`src/rtl/spi_miso_tx.sv`:
```
// Read-path transmit stage: serializes RAM read words onto miso while ss_n is low,
// with a one-word holding register for gapless back-to-back transfer.
module spi_miso_tx #(
    parameter int unsigned DATA_W     = 8,
    parameter bit          MSB_FIRST  = 1'b1,
    parameter bit          IDLE_LEVEL = 1'b0
) (
    input  logic              clk,
    input  logic              rst,
    input  logic              ss_n,
    input  logic              tx_valid,
    input  logic [DATA_W-1:0] tx_data,
    output logic              miso,
    output logic              busy,
    output logic              tx_done,
    output logic              overrun
);

    localparam int unsigned    CNT_W    = (DATA_W > 1) ? $clog2(DATA_W) : 1;
    localparam logic [CNT_W-1:0] CNT_LAST = CNT_W'(DATA_W - 1);

    typedef enum logic [1:0] {
        S_IDLE,
        S_ARMED,
        S_SHIFT
    } state_t;

    state_t              state, state_nxt;
    logic [DATA_W-1:0]   shreg, shreg_nxt;
    logic [CNT_W-1:0]    cnt, cnt_nxt;
    logic [DATA_W-1:0]   hold, hold_nxt;
    logic                hold_full, hold_full_nxt;
    logic                miso_nxt, busy_nxt, done_nxt, overrun_nxt;
    logic                load_en;
    logic [DATA_W-1:0]   load_word;

    // Bit that goes on the wire first for a freshly loaded word.
    function automatic logic first_bit(input logic [DATA_W-1:0] w);
        return MSB_FIRST ? w[DATA_W-1] : w[0];
    endfunction

    // Remaining bits after the current bit has been driven.
    function automatic logic [DATA_W-1:0] advance(input logic [DATA_W-1:0] w);
        return MSB_FIRST ? (w << 1) : (w >> 1);
    endfunction

    // State and datapath registers; everything resets to idle values.
    always_ff @(posedge clk or negedge rst) begin
        if (!rst) begin
            state     <= S_IDLE;
            shreg     <= '0;
            cnt       <= '0;
            hold      <= '0;
            hold_full <= 1'b0;
            miso      <= IDLE_LEVEL;
            busy      <= 1'b0;
            tx_done   <= 1'b0;
            overrun   <= 1'b0;
        end else begin
            state     <= state_nxt;
            shreg     <= shreg_nxt;
            cnt       <= cnt_nxt;
            hold      <= hold_nxt;
            hold_full <= hold_full_nxt;
            miso      <= miso_nxt;
            busy      <= busy_nxt;
            tx_done   <= done_nxt;
            overrun   <= overrun_nxt;
        end
    end

    // Next-state, shifter, holding register and flag logic.
    always_comb begin
        state_nxt     = state;
        shreg_nxt     = shreg;
        cnt_nxt       = cnt;
        hold_nxt      = hold;
        hold_full_nxt = hold_full;
        miso_nxt      = miso;
        done_nxt      = 1'b0;
        overrun_nxt   = overrun;
        load_en       = 1'b0;
        load_word     = '0;

        if (ss_n) begin
            // Frame closed or aborted: drop everything, including overrun.
            state_nxt     = S_IDLE;
            shreg_nxt     = '0;
            cnt_nxt       = '0;
            hold_nxt      = '0;
            hold_full_nxt = 1'b0;
            miso_nxt      = IDLE_LEVEL;
            overrun_nxt   = 1'b0;
        end else begin
            case (state)
                S_IDLE: begin
                    state_nxt = S_ARMED;
                    miso_nxt  = IDLE_LEVEL;
                end
                S_ARMED: begin
                    if (tx_valid) begin
                        load_en   = 1'b1;
                        load_word = tx_data;
                    end
                end
                S_SHIFT: begin
                    if (cnt == '0) begin
                        // Last bit on the wire: chain the next word with no gap.
                        if (hold_full) begin
                            load_en   = 1'b1;
                            load_word = hold;
                            if (tx_valid) begin
                                hold_nxt = tx_data;
                            end else begin
                                hold_nxt      = '0;
                                hold_full_nxt = 1'b0;
                            end
                        end else if (tx_valid) begin
                            load_en   = 1'b1;
                            load_word = tx_data;
                        end else begin
                            state_nxt = S_ARMED;
                            shreg_nxt = '0;
                            miso_nxt  = IDLE_LEVEL;
                        end
                    end else begin
                        miso_nxt  = first_bit(shreg);
                        shreg_nxt = advance(shreg);
                        cnt_nxt   = cnt - CNT_W'(1);
                        done_nxt  = (cnt == CNT_W'(1));
                        if (tx_valid) begin
                            if (!hold_full) begin
                                hold_nxt      = tx_data;
                                hold_full_nxt = 1'b1;
                            end else begin
                                overrun_nxt = 1'b1;
                            end
                        end
                    end
                end
                default: begin
                    state_nxt = S_IDLE;
                    miso_nxt  = IDLE_LEVEL;
                end
            endcase

            if (load_en) begin
                state_nxt = S_SHIFT;
                miso_nxt  = first_bit(load_word);
                shreg_nxt = advance(load_word);
                cnt_nxt   = CNT_LAST;
                done_nxt  = (DATA_W == 1);
            end
        end

        busy_nxt = (state_nxt == S_SHIFT) || hold_full_nxt;
    end

endmodule
```
`config.mk`:
```
export PLATFORM = sky130hd
export DESIGN_NAME = spi_miso_tx
export DESIGN_NICKNAME = d
export VERILOG_FILES = /design/src/rtl/spi_miso_tx.sv
export SDC_FILE = /design/constraint.sdc
export NUM_CORES = 1
export LEC_CHECK = 0
export CORE_ASPECT_RATIO = 0.5
export CORE_MARGIN = 4
export CORE_UTILIZATION = 56
export DETAILED_ROUTE_END_ITERATION = 10
export GPL_TIMING_DRIVEN = 0
export PLACE_DENSITY = 0.78
export RECOVER_POWER = 25
export SLEW_MARGIN = 20
export SYNTH_ARGS = -nofsm -noshare
export SYNTH_HDL_FRONTEND = slang
export SYNTH_SLANG_ARGS = --single-unit
```
`constraint.sdc`:
```
create_clock -name clk -period 2.65 [get_ports clk]
set_input_delay 0.53 -clock clk [delete_from_list [all_inputs] [get_ports clk]]
set_output_delay 0.53 -clock clk [all_outputs]
set_load 0.1 [all_outputs]
```
==> results.yml <==
placement:
  hpwlAfterDp_mm: 2.30
  placement.io_buffers: 13
  dp.cells: 204
  place_ws_ns: 0.655
  placed_area_mm2: 0.00170
  gp_congestion: 0.801
worst_setup_path:
  cpPeakStageDelay_ns: 1.13
  required_ns: 2.12
  endpoint_kind: "output pin"
  critical_path_arrival_ns: 1.76
  worstPathCellList: "clkdlybuf4s50_1"
  cpMaxStageDelayCell: "clkdlybuf4s50_1"
  reg2reg_depth: 8
  start_kind: "register"
  cp.buffers_inverters: 1
  crit_family: "buffers and inverters"
  crit_type: "register to output pin"
  crit_cells: 1
  path_max_fanout: 2
drt:
  vias: 1191
  dr.pass1.iters: 4
  drtIter0Drc: 91
  via_per_inst: 5.73
  wire_per_inst_um: 15.2
  drt-total-wl_mm: 3.17
  remaining_drc_errors: 0
  ant_nets: 0
grt:
  grt_pass1_vias: 1186
  grt_overflow: 0
  antenna_found_initial: 0
  grt_pass1_wl_mm: 5.49
  grt_max_degree: 26
  track_usage: 0.199
power:
  p_int_mw: 0.559
  p_sw_frac: 0.286
  pwr-share-comb: 0.173
  p_per_area_mw_per_mm2: 449
  p_sw_mw: 0.224
  power_frac_clock: 0.307
  pwr-share-seq: 0.521
  ir_drop_uv: 302
  leakage_nw: 0.772
cells_and_area:
  fin_cells: 208
  drive_gt1_frac: 0.123
  fin_nets: 191
  diodes: 0
  final_core_util: 0.670
  design_area_mm2: 0.00174
  seq_area_um2: 626
  multi_input_area_um2: 792
  nFillCells: 223
  area_delta_synth_final_pct: 14.4
floorplan:
  num_rows: 13
  fp.dieH_um: 44.9
  ios: 16
  core_mm2: 0.00260
  die_x_um: 81.8
  dieArea_mm2: 0.00367
  start_util: 0.586
sta:
  grt_setup_unrepaired: "false"
  setup_violations: 0
  period_needed_ns: 2.29
  fin_crit_sh: 0.866
  setup_ws_ns: 0.355
  hold_violations: 0
  tightest_slew_ns: 1.32
  tns_ns: 0
  relSlewSlack: 0.122
  final-max-slew-violation-count: 0
  max_freq_mhz: 436
  clock_skew_ns: 0.00265
yosys:
  synth.largest_area_cell: "dfrtp_1"
  syn-num-nets: 173
  yosysSeqAreaShare: 0.410
  synthCells: 154
  syn-cell-area_mm2: 0.00153
  ys_types: 41
  synthArstFlopShare: 1.00
  synth_seq_cells: 25
  yosysTopAreaCellShare: 0.410
  yosysWarnings: 0
  synthTopCellsByArea: "dfrtp_1 41%, ha_1 5.7%, mux2i_1 5.3%"
  avgSynthCellArea_um2: 9.90
  yosysMostFrequentCell: "dfrtp_1"
  synth_edf_count: 0
  synthTopCellsByCount: "25 x dfrtp_1, 19 x nand2_1, 14 x inv_1, 12 x a21oi_1"
  synthFlopType: "dfrtp_1"
hold_path:
  holdPathStages: 1
  min_path_type: "register to register"
run_status:
  status: "completed"
clocking:
  clock_latency_ns: 0.27
  cts_tree: "built"
  ctsResizeCount: 0
  clk_pin_slew_ns: 0.10
  cts_hold_buf: 0
  cts_max_path_buffers: 2
  postCtsSetupBuffers: 0
  cts_inserted_buffers: 3
  clkSinkCount: 25
  h-tree-depth: 1
  cts_root_buf: "clkbuf_8"
job:
  max_cap_viol_count: 0
## placed cells by master (no fill, tap or decap), types with 3 or more instances in the layout
cell and count:
mux2i_1 8, clkdlybuf4s50_1 12, dfrtp_1 25, a21oi_1 12, inv_1 14, clkbuf_1 4
nand2_1 19, a221o_1 6, o211ai_1 8, clkbuf_8 3, ha_1 7, buf_2 5
o21a_1 3, nor2_1 5, o21ai_0 4, nand3b_1 3
## kinds of logic (layout without fill, tap and decap cells)
kind of cell,count (synthesis),in the layout,synth area share
buffers and inverters,24,41,0.0705
muxes,9,9,0.0623
and+or+nand+nor,40,40,0.148
AOI/OAI and AO/OA,48,48,0.246
xor gates and xnor gates,1,1,0.00574
adders and majority gates,7,7,0.0574
DFF,25,25,0.410
## layout make-up
cell class,count,share of cell area
repair buffers,13,0.0710
inverters,14,0.0301
clock inverters,1,0.00430
clock buffers,3,0.0237
multi-input cells,105,0.454
flip-flops and latches,25,0.359
plain buffers,10,0.0316
well taps,37,0.0265
## per-stage QoR
| stage | power [mW] | hold slack (ns) |
|---|---|---|
| floorplan | 0.506 | 0.234 |
| detailed placement | 0.550 | 0.470 |
| global placement | 0.548 | 0.462 |
| CTS | 0.786 | 0.255 |
| global route | 0.823 | 0.509 |
| finish | 0.783 | 0.493 |
## sequential cells by signal (all words and copies together) (netlist names)
| name | count |
|---|---|
| busy | 1 |
| cnt | 3 |
| hold | 8 |
| hold_full | 1 |
| miso | 1 |
| overrun | 1 |
| shreg | 7 |
| state | 2 |
| tx_done | 1 |
## final timing paths
path,from,end,slack [ns]
worst max-delay path,overrun,overrun,0.36
worst min-delay path,shreg[1],shreg[1],0.49
worst max register to register,state[0],shreg[5],0.63
worst min register to register,shreg[1],shreg[1],0.49
max in group asynchronous,rst,cnt[1],1.35
min in group asynchronous,rst,shreg[4],0.52
## metal layers
| metal | track usage | vias up | share of wire |
|---|---|---|---|
| met4 | 0.0364 | 0 | 0 |
| met1 | 0.269 | 593 | 0.49 |
| met2 | 0.327 | 12 | 0.47 |
| met3 | 0.0558 | 0 | 0.037 |
| li1 | - | 586 | - |
| met5 | 0 | - | 0 |
## power groups by stage
stage	Combinational [mW]	Sequential, mW	Clock, mW
floorplan	0.0882	0.418	0
CTS	0.136	0.408	0.242
finish	0.135	0.408	0.240
global route	0.149	0.411	0.262
detailed placement	0.135	0.415	0
global placement	0.133	0.415	0
Note: power is estimated with default switching activity, not from simulation.
==> variant (same settings) <==
`shreg` and `hold` no longer have a reset.
--- a/src/rtl/spi_miso_tx.sv
+++ b/src/rtl/spi_miso_tx.sv
@@ -48,9 +48,7 @@
     always_ff @(posedge clk or negedge rst) begin
         if (!rst) begin
             state     <= S_IDLE;
-            shreg     <= '0;
             cnt       <= '0;
-            hold      <= '0;
             hold_full <= 1'b0;
             miso      <= IDLE_LEVEL;
             busy      <= 1'b0;
@@ -58,15 +56,18 @@
             overrun   <= 1'b0;
         end else begin
             state     <= state_nxt;
-            shreg     <= shreg_nxt;
             cnt       <= cnt_nxt;
-            hold      <= hold_nxt;
             hold_full <= hold_full_nxt;
             miso      <= miso_nxt;
             busy      <= busy_nxt;
             tx_done   <= done_nxt;
             overrun   <= overrun_nxt;
         end
+    end
+
+    always_ff @(posedge clk) begin
+        shreg <= shreg_nxt;
+        hold  <= hold_nxt;
     end
 
     // Next-state, shifter, holding register and flag logic.
Function: same outputs for any inputs over 10 cycles, from zero or initial values and one cycle with rst low; that may be too few to reach the edited logic, so the function may still have changed.
==> variant against the unedited design <==
Synthesized cell count down 9.1%. Clock power down 4%. Sequential power down 4%. Count of clock-buffer cells in the layout unchanged. Sequential cell count unchanged. First-iteration DRC count down 2.2%. Largest power group unchanged. Routed wire length down 12%. Final cell count down 11%. Power down 2.5%. Area after synthesis down 12%. Setup slack worse by 0.018 ns. Final area down 11%.
==> variant: results (changes against the unedited design) <==
| Metric | Value |
|---|---|
| Adder-cell share of the synthesized area | 8.372% (+2.6 points) |
| Leakage | 0.5802 nW (-25%) |
| GP Congestion | 0.8401 (+4.9%) |
| Metal3 WL | 223 um (+91%) |
| TritonCTS buffer count | 3 (unchanged) |
| Placed instance area | 1510 um2 (-11%) |
| Via count | 1140 (-4.3%) |
| Vias in the first global route | 1021 (-14%) |
| Slowest cell on crit path | clkdlybuf4s50_1 |
| Clock transition at path regs | around 0.090 ns |
| Initial detailed-routing violation count | 89 (-2.2%) |
| Status | finished, final reports clean |
| Most instantiated cells after synthesis | 15 x dfxtp_1, 11 x nor2_1, 10 x dfrtp_1 |
| Post-CTS Setup Bufs | 0 (unchanged) |
| Pre-CTS setup slack | 0.4540 ns (-0.2012 ns) |
| DRT Pass-1 Iters | 5 (+1) |
| Worst VDD drop | 0.3282 mV (+8.9%) |
| Post-synthesis mux area share | 0% (-6.2 points) |
| Input/output buffers | 13 (unchanged) |
| CP max stage delay | 1.14 ns |
| Synth Area in Compound Gates | 27.07% (+2.5 points) |
| Leading area contributor after synthesis | dfxtp_1 |
| CP arrival | 1.78 ns (+0.02 ns) |
| Sw Ratio | 27.79% (-0.81 points) |
| HPWL Detailed | 2081 um (-9.4%) |
| Routed WL | 2797 um (-12%) |
| Fillers | 199 (-11%) |
| Skew-Pair Late Insertion Delay | 0.27 ns (about the same) |
| Worst Tran Pin Value | 0.9637 ns (-0.3526 ns) |
| H-tree depth | 1 (unchanged) |
| Initial antenna violation count | 0 (unchanged) |
| Largest net degree at the start of global routing | 16 (-38%) |
| Worst-path maximum fanout | 3 (+1) |
| Nets@finish | 179 (-6.3%) |
| Synth warn | 0 (unchanged) |
| M1 WL | 1282 um (-18%) |
| Total track usage | 18.17% (-1.7 points) |
| Share of cells above drive strength 1 | 9.554% (-2.7 points) |
| Syn Nets | 161 (-6.9%) |
| Synth top area cells | dfxtp_1 22%, dfrtp_1 19%, ha_1 8.4%, a221o_1 4.5%, a32o_1 4.5% |
| Routed length on met2 | 1264 um (-15%) |
| HP Class | flip-flop to flip-flop |
| CTS root buf | clkbuf_8 |
| Xor-xnor portion of the synthesized cell area | 0.6512% (+0.077 points) |
| DR top layer | met4 |
| Post-synthesis async set-or-reset flop share | 40.00% (-60 points) |
| Sequential fraction of the synthesis area | 40.93% (-0.087 points) |
| Clk_skew | 0.001285 ns (-0.001363 ns) |
| First-pass GRT wire length | 4767 um (-13%) |
| Gates resized, CTS repair | 0 (unchanged) |
## variant: logic make-up after synthesis
kind of cell,Yosys count
flops,25
buf+inv,17
simple gates,43
fa+ha+maj,9
xor+xnor,1
compound gates,45
## variant: path summary, 6_finish.rpt
| path | from | slack [ns] | to | depth (start not counted) |
|---|---|---|---|---|
| max | miso | 0.34 | miso | 1 |
| min | shreg[6] | 0.48 | shreg[6] | 1 |
| max reg2reg | cnt[0] | 0.40 | shreg[3] | 9 |
| min reg2reg | shreg[6] | 0.48 | shreg[6] | 1 |
| max in group asynchronous | rst | 1.69 | miso | 1 |
| min in group asynchronous | rst | 0.64 | tx_done | 1 |
## variant: area by class of cell
cell class / count / area [um2] / area share [%]
Multi-Input combinational cell: 98 / 718.2 / 46.10
Sequential cell: 25 / 550.5 / 35.34
Timing Repair Buffer: 13 / 130.1 / 8.353
Buffer: 8 / 42.54 / 2.731
Clock buffer: 3 / 41.29 / 2.651
Tap cell: 28 / 35.03 / 2.249
Inverter: 9 / 33.78 / 2.169
Clock inverter: 1 / 6.256 / 0.4016
## variant: per-stage QoR
stage                     utilization [%]  hold slack (ns)  instances
after detailed placement            67.06           0.4644        181
after global routing                69.17           0.5196        185
after CTS                           69.17           0.4880        185
final                               69.17           0.4839        185
after global placement              67.06           0.4593        181
after floorplan                         -           0.2344        140
## variant: per-layer routing
layer / global-route usage [%] / vias up
met5: 0 / -
met4: 3.191 / 0
met3: 4.661 / 4
met2: 29.16 / 47
met1: 25.07 / 533
li1: - / 556
## variant: power by group through the flow
stage	combinational [mW]	sequential [mW]	clock (mW)
floorplan	0.0913	0.406	0
CTS	0.140	0.393	0.236
global placement	0.137	0.401	0
finish	0.141	0.393	0.230
global route	0.155	0.395	0.253
detailed placement	0.140	0.401	0
